### config.mk
export PLATFORM = sky130hd
export DESIGN_NAME = hazard_control_unit
export DESIGN_NICKNAME = d
export VERILOG_FILES = /design/src/rtl/hazard_control_unit.sv
export SDC_FILE = /design/constraint.sdc
export NUM_CORES = 1
export LEC_CHECK = 0
export CAP_MARGIN = 20
export CORE_AREA = 3 3 40 42
export CTS_BUF_LIST = sky130_fd_sc_hd__clkbuf_8 sky130_fd_sc_hd__clkbuf_16
export CTS_CLUSTER_SIZE = 16
export DETAILED_ROUTE_END_ITERATION = 8
export DIE_AREA = 0 0 43 45
export GPL_ROUTABILITY_DRIVEN = 0
export PLACE_DENSITY_LB_ADDON = 0.15
export SLEW_MARGIN = 10
export SYNTH_ARGS = -nofsm -noshare
export SYNTH_HDL_FRONTEND = slang
export SYNTH_SLANG_ARGS = --single-unit
### constraint.sdc
create_clock -name CLK -period 1.3 [get_ports CLK]
set_input_delay 0.26 -clock CLK [delete_from_list [all_inputs] [get_ports CLK]]
set_output_delay 0.26 -clock CLK [all_outputs]
set_load 0.03 [all_outputs]
### src/rtl/hazard_control_unit.sv
// Stall/flush controller for the 5-stage pipeline: load-use, redirect, I/D-cache waits and halt.
// Optional stall-cycle counter enabled by defining HAZARD_PERF_EN.
module hazard_control_unit #(
  parameter int unsigned CNT_W = 16
) (
  input  logic       CLK,
  input  logic       nRST,
  input  logic [4:0] Rs_id,
  input  logic [4:0] Rt_id,
  input  logic       MemRd_ex,
  input  logic [4:0] RegDst_ex,
  input  logic       dREN_mem,
  input  logic       dWEN_mem,
  input  logic       dhit,
  input  logic       ihit,
  input  logic       redirect_mem,
  input  logic       halt_wb,
  output logic       pc_en,
  output logic       ifid_en,
  output logic       ifid_flush,
  output logic       idex_en,
  output logic       idex_flush,
  output logic       exmem_en,
  output logic       exmem_flush,
  output logic       memwb_en,
  output logic       halted
`ifdef HAZARD_PERF_EN
  ,
  output logic [CNT_W-1:0] stall_cnt
`endif
);

  typedef enum logic [1:0] {
    StRun   = 2'd0,
    StDwait = 2'd1,
    StHalt  = 2'd2
  } state_e;

  state_e state_q, state_d;

  logic dmem_busy;
  logic load_use;
  logic halt_req;

  assign dmem_busy = (dREN_mem | dWEN_mem) & ~dhit;
  assign load_use  = MemRd_ex && (RegDst_ex != 5'd0) &&
                     ((RegDst_ex == Rs_id) || (RegDst_ex == Rt_id));
  // halt_wb is only honoured from RUN; a DWAIT exit cycle evaluates rules 3-5 only.
  assign halt_req  = (state_q == StHalt) || ((state_q == StRun) && halt_wb);

  always_comb begin
    pc_en       = 1'b1;
    ifid_en     = 1'b1;
    ifid_flush  = 1'b0;
    idex_en     = 1'b1;
    idex_flush  = 1'b0;
    exmem_en    = 1'b1;
    exmem_flush = 1'b0;
    memwb_en    = 1'b1;
    state_d     = StRun;

    if (halt_req) begin
      pc_en    = 1'b0;
      ifid_en  = 1'b0;
      idex_en  = 1'b0;
      exmem_en = 1'b0;
      memwb_en = 1'b0;
      state_d  = StHalt;
    end else if (dmem_busy) begin
      pc_en    = 1'b0;
      ifid_en  = 1'b0;
      idex_en  = 1'b0;
      exmem_en = 1'b0;
      memwb_en = 1'b0;
      state_d  = StDwait;
    end else if (redirect_mem) begin
      ifid_flush  = 1'b1;
      idex_flush  = 1'b1;
      exmem_flush = 1'b1;
    end else if (load_use) begin
      // Hold IF/ID and insert one bubble into EX; the bubble clears the match next cycle.
      pc_en      = 1'b0;
      ifid_en    = 1'b0;
      idex_flush = 1'b1;
    end else if (!ihit) begin
      pc_en      = 1'b0;
      ifid_flush = 1'b1;
    end

    if (!nRST) begin
      pc_en       = 1'b0;
      ifid_en     = 1'b0;
      ifid_flush  = 1'b0;
      idex_en     = 1'b0;
      idex_flush  = 1'b0;
      exmem_en    = 1'b0;
      exmem_flush = 1'b0;
      memwb_en    = 1'b0;
    end
  end

  always_ff @(posedge CLK or negedge nRST) begin
    if (!nRST) begin
      state_q <= StRun;
      halted  <= 1'b0;
    end else begin
      state_q <= state_d;
      halted  <= (state_d == StHalt);
    end
  end

`ifdef HAZARD_PERF_EN
  always_ff @(posedge CLK or negedge nRST) begin
    if (!nRST) begin
      stall_cnt <= '0;
    end else if (!pc_en && (state_q != StHalt) && (stall_cnt != {CNT_W{1'b1}})) begin
      stall_cnt <= stall_cnt + 1'b1;
    end
  end
`else
  logic [CNT_W-1:0] unused_cnt_w;
  assign unused_cnt_w = '0;
`endif

endmodule
After elaboration in Yosys (flattened, before gate mapping)
Index checks and enable logic that the tools add are counted.
{ "op_classes": {"order_cmp": 0, "n_addsub": 0, "multipliers": 0, "muxes": 31, "shift": 0, "n_reduce_logical": 7, "n_div": 0, "eq_ne": 4, "bitwise": 3} }
{ "ops": {"columns": ["op", "n"], "rows": [
  ["two-way mux 1 bit", 30],
  ["equality test 5 bit", 2],
  ["nonzero test 5 bit", 1],
  ["equality test 2 bit, second input constant", 2],
  ["logical AND 1 bit", 3],
  ["logical NOT 2 bit", 1],
  ["logical OR 1 bit", 2],
  ["two-way mux 2 bit", 1],
  ["bitwise AND 1 bit", 1],
  ["NOT 1 bit", 1],
  ["OR 1 bit", 1]
]} }
{ "totals": {"ff_bits": 3, "n_memories": 0, "rom_bits": 0, "ramBits": 0, "word_cells": 47, "input_bits": 24, "output_inout_bits": 9, "latch_bits": 0} }

Logic depth before layout (Yosys ltp)
{ "depth": {"word_depth": 8, "mapped_depth": 5, "mapped_depth_nobuf": 5} }

Worst setup path before layout
OpenSTA, ideal clock, no wires.
{ "synth_path": {"path_type": "register to output", "from": "reg state_q[1]", "to": "out ifid_flush", "arrival_time_ns": 1.831, "required_time_ns": 1.040, "slack_ns": -0.791, "path_stages_with_launch": 6, "n_path_buf": 0, "path_cell_list": "dfrtp_1 nor2_1 nor2_1 nor2_1 o21ai_0 a21oi_1"} }
{ "synth_between": {"elab_chain_cells": 5, "elab_cells_between_ends": 6, "cone_classes": "1 x eq/ne; 2 x mux; 3 x reduce/logical"} }
{ "synth_rtl": {"columns": ["element", "line_no", "rtl"], "rows": [
  ["from (decl)", "39", "state_e state_q, state_d;"],
  ["from (signal assigned)", "104", "state_q <= StRun;"],
  ["from (signal assigned)", "107", "state_q <= state_d;"],
  ["logical NOT 2 bit", "49", "assign halt_req = (state_q == StHalt) || ((state_q == StRun) && halt_wb);"],
  ["logical AND 1 bit", "49", null],
  ["logical OR 1 bit (*)", "49", null],
  ["named net halt_req", "43", "logic halt_req;"],
  ["two-way mux 1 bit (*)", "62", "if (halt_req) begin"],
  ["two-way mux 1 bit (*)", "90", "if (!nRST) begin"],
  ["to (decl)", "20", "output logic ifid_flush,"]
]} }
The timed path passes the listed nets; every way through them passes the cells marked *.

Worst setup path in the final report
{ "layout_path": {"from": "in RegDst_ex[4]", "to": "out ifid_en"} }
{ "layout_between": {"elab_chain_cells": 8, "elab_cells_between_ends": 11, "cone_classes": "2 x eq/ne; 5 x mux; 4 x reduce/logical"} }
{ "layout_rtl": {"columns": ["element", "line_no", "rtl"], "rows": [
  ["from (decl)", "11", "input logic [4:0] RegDst_ex,"],
  ["equality test 5 bit / nonzero test 5 bit (equally long branches)", "47, 46", null],
  ["logical OR 1 bit / logical AND 1 bit (equally long branches)", "47, 46", null],
  ["logical AND 1 bit (*)", "46", "assign load_use = MemRd_ex && (RegDst_ex != 5'd0) &&"],
  ["two-way mux 1 bit (*)", "80", "end else if (load_use) begin"],
  ["two-way mux 1 bit (*)", "76", "end else if (redirect_mem) begin"],
  ["two-way mux 1 bit (*)", "69", "end else if (dmem_busy) begin"],
  ["two-way mux 1 bit (*)", "62", null],
  ["two-way mux 1 bit (*)", "90", null],
  ["to (decl)", "19", "output logic ifid_en,"]
]} }
Every way passes the cells marked *; elsewhere a longest branch is shown, timed or not.

==> results.py <==
metrics = {
    "logic_synthesis": {
        "avgSynthCellArea_um2": 8.00,
        "synthCells": 38,
        "synth_warnings": 0,
        "synthAdderAreaFrac": 0,
        "synth_nets": 62,
        "yosysTopAreaCellShare": 0.247,
        "yosys-top-cells-count": "xor2_1 (6), nor2_1 (5), xnor2_1 (4)",
        "synth.yosys.seq_area_share": 0.247,
        "synth_edf_count": 0,
        "synthArstFlopShare": 1.00,
        "synth_compound_area_frac": 0.198,
        "ys_top_cells_by_area": "dfrtp_1 (25%), xor2_1 (17%), xnor2_1 (12%)",
        "synth_most_common_cell": "xor2_1",
        "synth_mux_area_frac": 0,
        "yosysTopAreaCell": "dfrtp_1",
        "synth-main-ff-cell": "dfrtp_1",
        "synth_top_family_by_area": "XOR/XNOR gates",
        "synth_cell_type_count": 17,
        "synth_area_um2": 304,
        "yosys_register_bits": 3,
        "synthSimpleGateAreaFrac": 0.193,
        "synth_xor_area_frac": 0.288,
    },
    "grt": {
        "grt_start_max_net_pins": 6,
        "grt_pass1_wl_mm": 1.86,
        "antenna_found_initial": 0,
        "grt-ovfl-total": 0,
        "track_usage": 0.136,
        "grt_pass1_vias": 461,
    },
    "die": {
        "dieHeight_um": 45,
        "io_pins": 33,
        "initial_core_util": 0.237,
        "rows": 13,
        "dieArea_mm2": 0.00194,
        "die_w_um": 43,
        "core_region_area_mm2": 0.00128,
    },
    "critical_path": {
        "cpMaxStageDelayCell": "or4_4",
        "startpoint": "RegDst_ex[4]",
        "critical_path.max_fanout": 3,
        "worstPathCellList": "buf_8, or4_4, o21ai_4, a21oi_4, buf_12, a21boi_4, buf_6",
        "cp_data_required_time_ns": 1.04,
        "cp-start-kind": "primary input",
        "r2r-start": "state_q[1]",
        "cpPeakStageDelay_ns": 0.54,
        "endpoint_kind": "primary output",
        "crit_buf_inv": 3,
        "worstPathArrival_ns": 1.50,
        "cpLargestDelayFamily": "simple AND/OR/NAND/NOR gates",
        "path_class": "in2out",
    },
    "layout": {
        "antenna_cells": 0,
        "area_growth_pct": 195,
        "nFillCells": 106,
        "fin_util": 0.699,
        "drive_gt1_frac": 0.618,
        "layoutNonFillerInstCount": 104,
        "final_nets": 114,
    },
    "routing": {
        "drc_errors": 0,
        "antenna_left": 0,
        "via_per_inst": 4.33,
        "drt-total-wl_mm": 1.25,
        "wl_per_cell_um": 12.0,
        "dr.pass1.iters": 1,
        "drtIter0Drc": 0,
        "num_vias": 450,
    },
    "clock_network": {
        "clock_latency_ns": 0.22,
        "cts_tree": "built",
        "cts_buffers": 3,
        "path_clk_slew_ns": 0.03,
        "h-tree-depth": 1,
        "clock_path_buffers": 2,
        "numClockSinks": 3,
        "clockRootBuffer": "clkbuf_8",
    },
    "placement": {
        "dp.cells": 93,
        "port_buffers": 32,
        "hpwl_um": 935,
        "dp_slack_ns": -0.833,
    },
    "hold_path": {
        "hold_class": "in2async",
    },
    "power": {
        "leakagePower_nw": 0.401,
        "p_per_area_mw_per_mm2": 585,
        "ir_worst_vdd_uv": 296,
        "power_w": 0.000526,
    },
    "sta": {
        "worst_slack_ns": -0.460,
        "period_share": 1.35,
        "setup_violations": 8,
        "fmax_mhz": 568,
        "clock-skew-final_ns": 0.00651,
        "rsz0062_at_grt": "yes",
        "slew_violations": 0,
        "finalHoldViolCount": 0,
        "finalCriticalPeriod_ns": 1.76,
        "max_slew.worst_pin.slew_ns": 0.299,
        "relSlewSlack": 0.802,
    },
    "outcome": {
        "outcome": "finished with violations",
        "violations": "negative setup slack",
    },
    "run": {
        "maxCapViolations": 0,
    },
}
[state kept, by name (all words and copies together) (netlist names)]
signal	cells
state_q	2
halted	1
[kinds of logic (layout without fill, tap and decap cells)]
family | count (synthesis) | in the layout
simple gates | 12 | 12
xor+xnor | 10 | 10
compound gates | 9 | 9
buf+inv | 4 | 55
flops | 3 | 3
[timing repair]
| item | CTS | global route |
|---|---|---|
| setup endpoints to repair | 9 | 8 |
| hold buffers | 0 | 0 |
| resized for setup | 71 | 3 |
| setup buffers | 4 | 3 |
| pin swaps | 20 | 7 |
[final cells by class]
cell class | count | area, um2 | area share
Tap cell | 15 | 18.8 | 0.0209
Timing Repair Buffer | 49 | 433 | 0.482
Sequential cell | 3 | 75.1 | 0.0836
Multi-Input combinational cell | 31 | 317 | 0.352
Clock buffer | 3 | 41.3 | 0.0460
Inverter | 2 | 10.0 | 0.0111
Clock inverter | 1 | 3.75 | 0.00418
[where the power goes]
group | total, W | switching [W] | internal [W]
Combinational | 0.000162 | 0.0000659 | 0.0000964
Clock | 0.000269 | 0.0000679 | 0.000201
Sequential | 0.0000943 | 0.0000000674 | 0.0000942
[path summary, 6_finish.rpt]
check / to / slack, ns / cells after the start
setup / recovery: ifid_en / -0.46 / 7
hold / removal: state_q[0] / 0.08 / 2
setup reg to reg: state_q[0] / 0.29 / 5
hold reg to reg: halted / 0.47 / 1
max in group asynchronous: state_q[1] / 1.11 / 2
min in group CLK: halted / 0.47 / 1
[cells in the final DEF (no fill, tap or decap), types with 2 or more instances in the layout]
cell             instances
nor2_2                   2
nor2_1                   2
xor2_1                   6
dlygate4sd2_1           10
buf_6                   10
clkbuf_8                 3
clkdlybuf4s50_1          2
nor3_2                   3
o21ai_1                  2
inv_1                    2
a21oi_4                  3
buf_2                    6
xnor2_1                  3
dfrtp_1                  3
clkdlybuf4s15_1          3
buf_4                   15
[routing by layer]
layer  GRT usage  vias to the layer above  part of all wire
li1            -                      229                 -
met1       0.141                      191              0.37
met3      0.0717                        4              0.11
met5           0                        -                 0
met4      0.0904                        0             0.023
met2       0.216                       26              0.49
[through the flow]
stage | cell area (um2) | hold WS, ns | setup TNS [ns]
floorplan | 373 | -0.0356 | -0.890
CTS | 860 | 0.0825 | -2.32
finish | 898 | 0.0847 | -2.43
detailed placement | 752 | 0.428 | -4.79
global route | 898 | 0.101 | -2.77
global placement | 752 | 0.418 | -4.70
No activity file was read; power rests on OpenSTA's default activity.
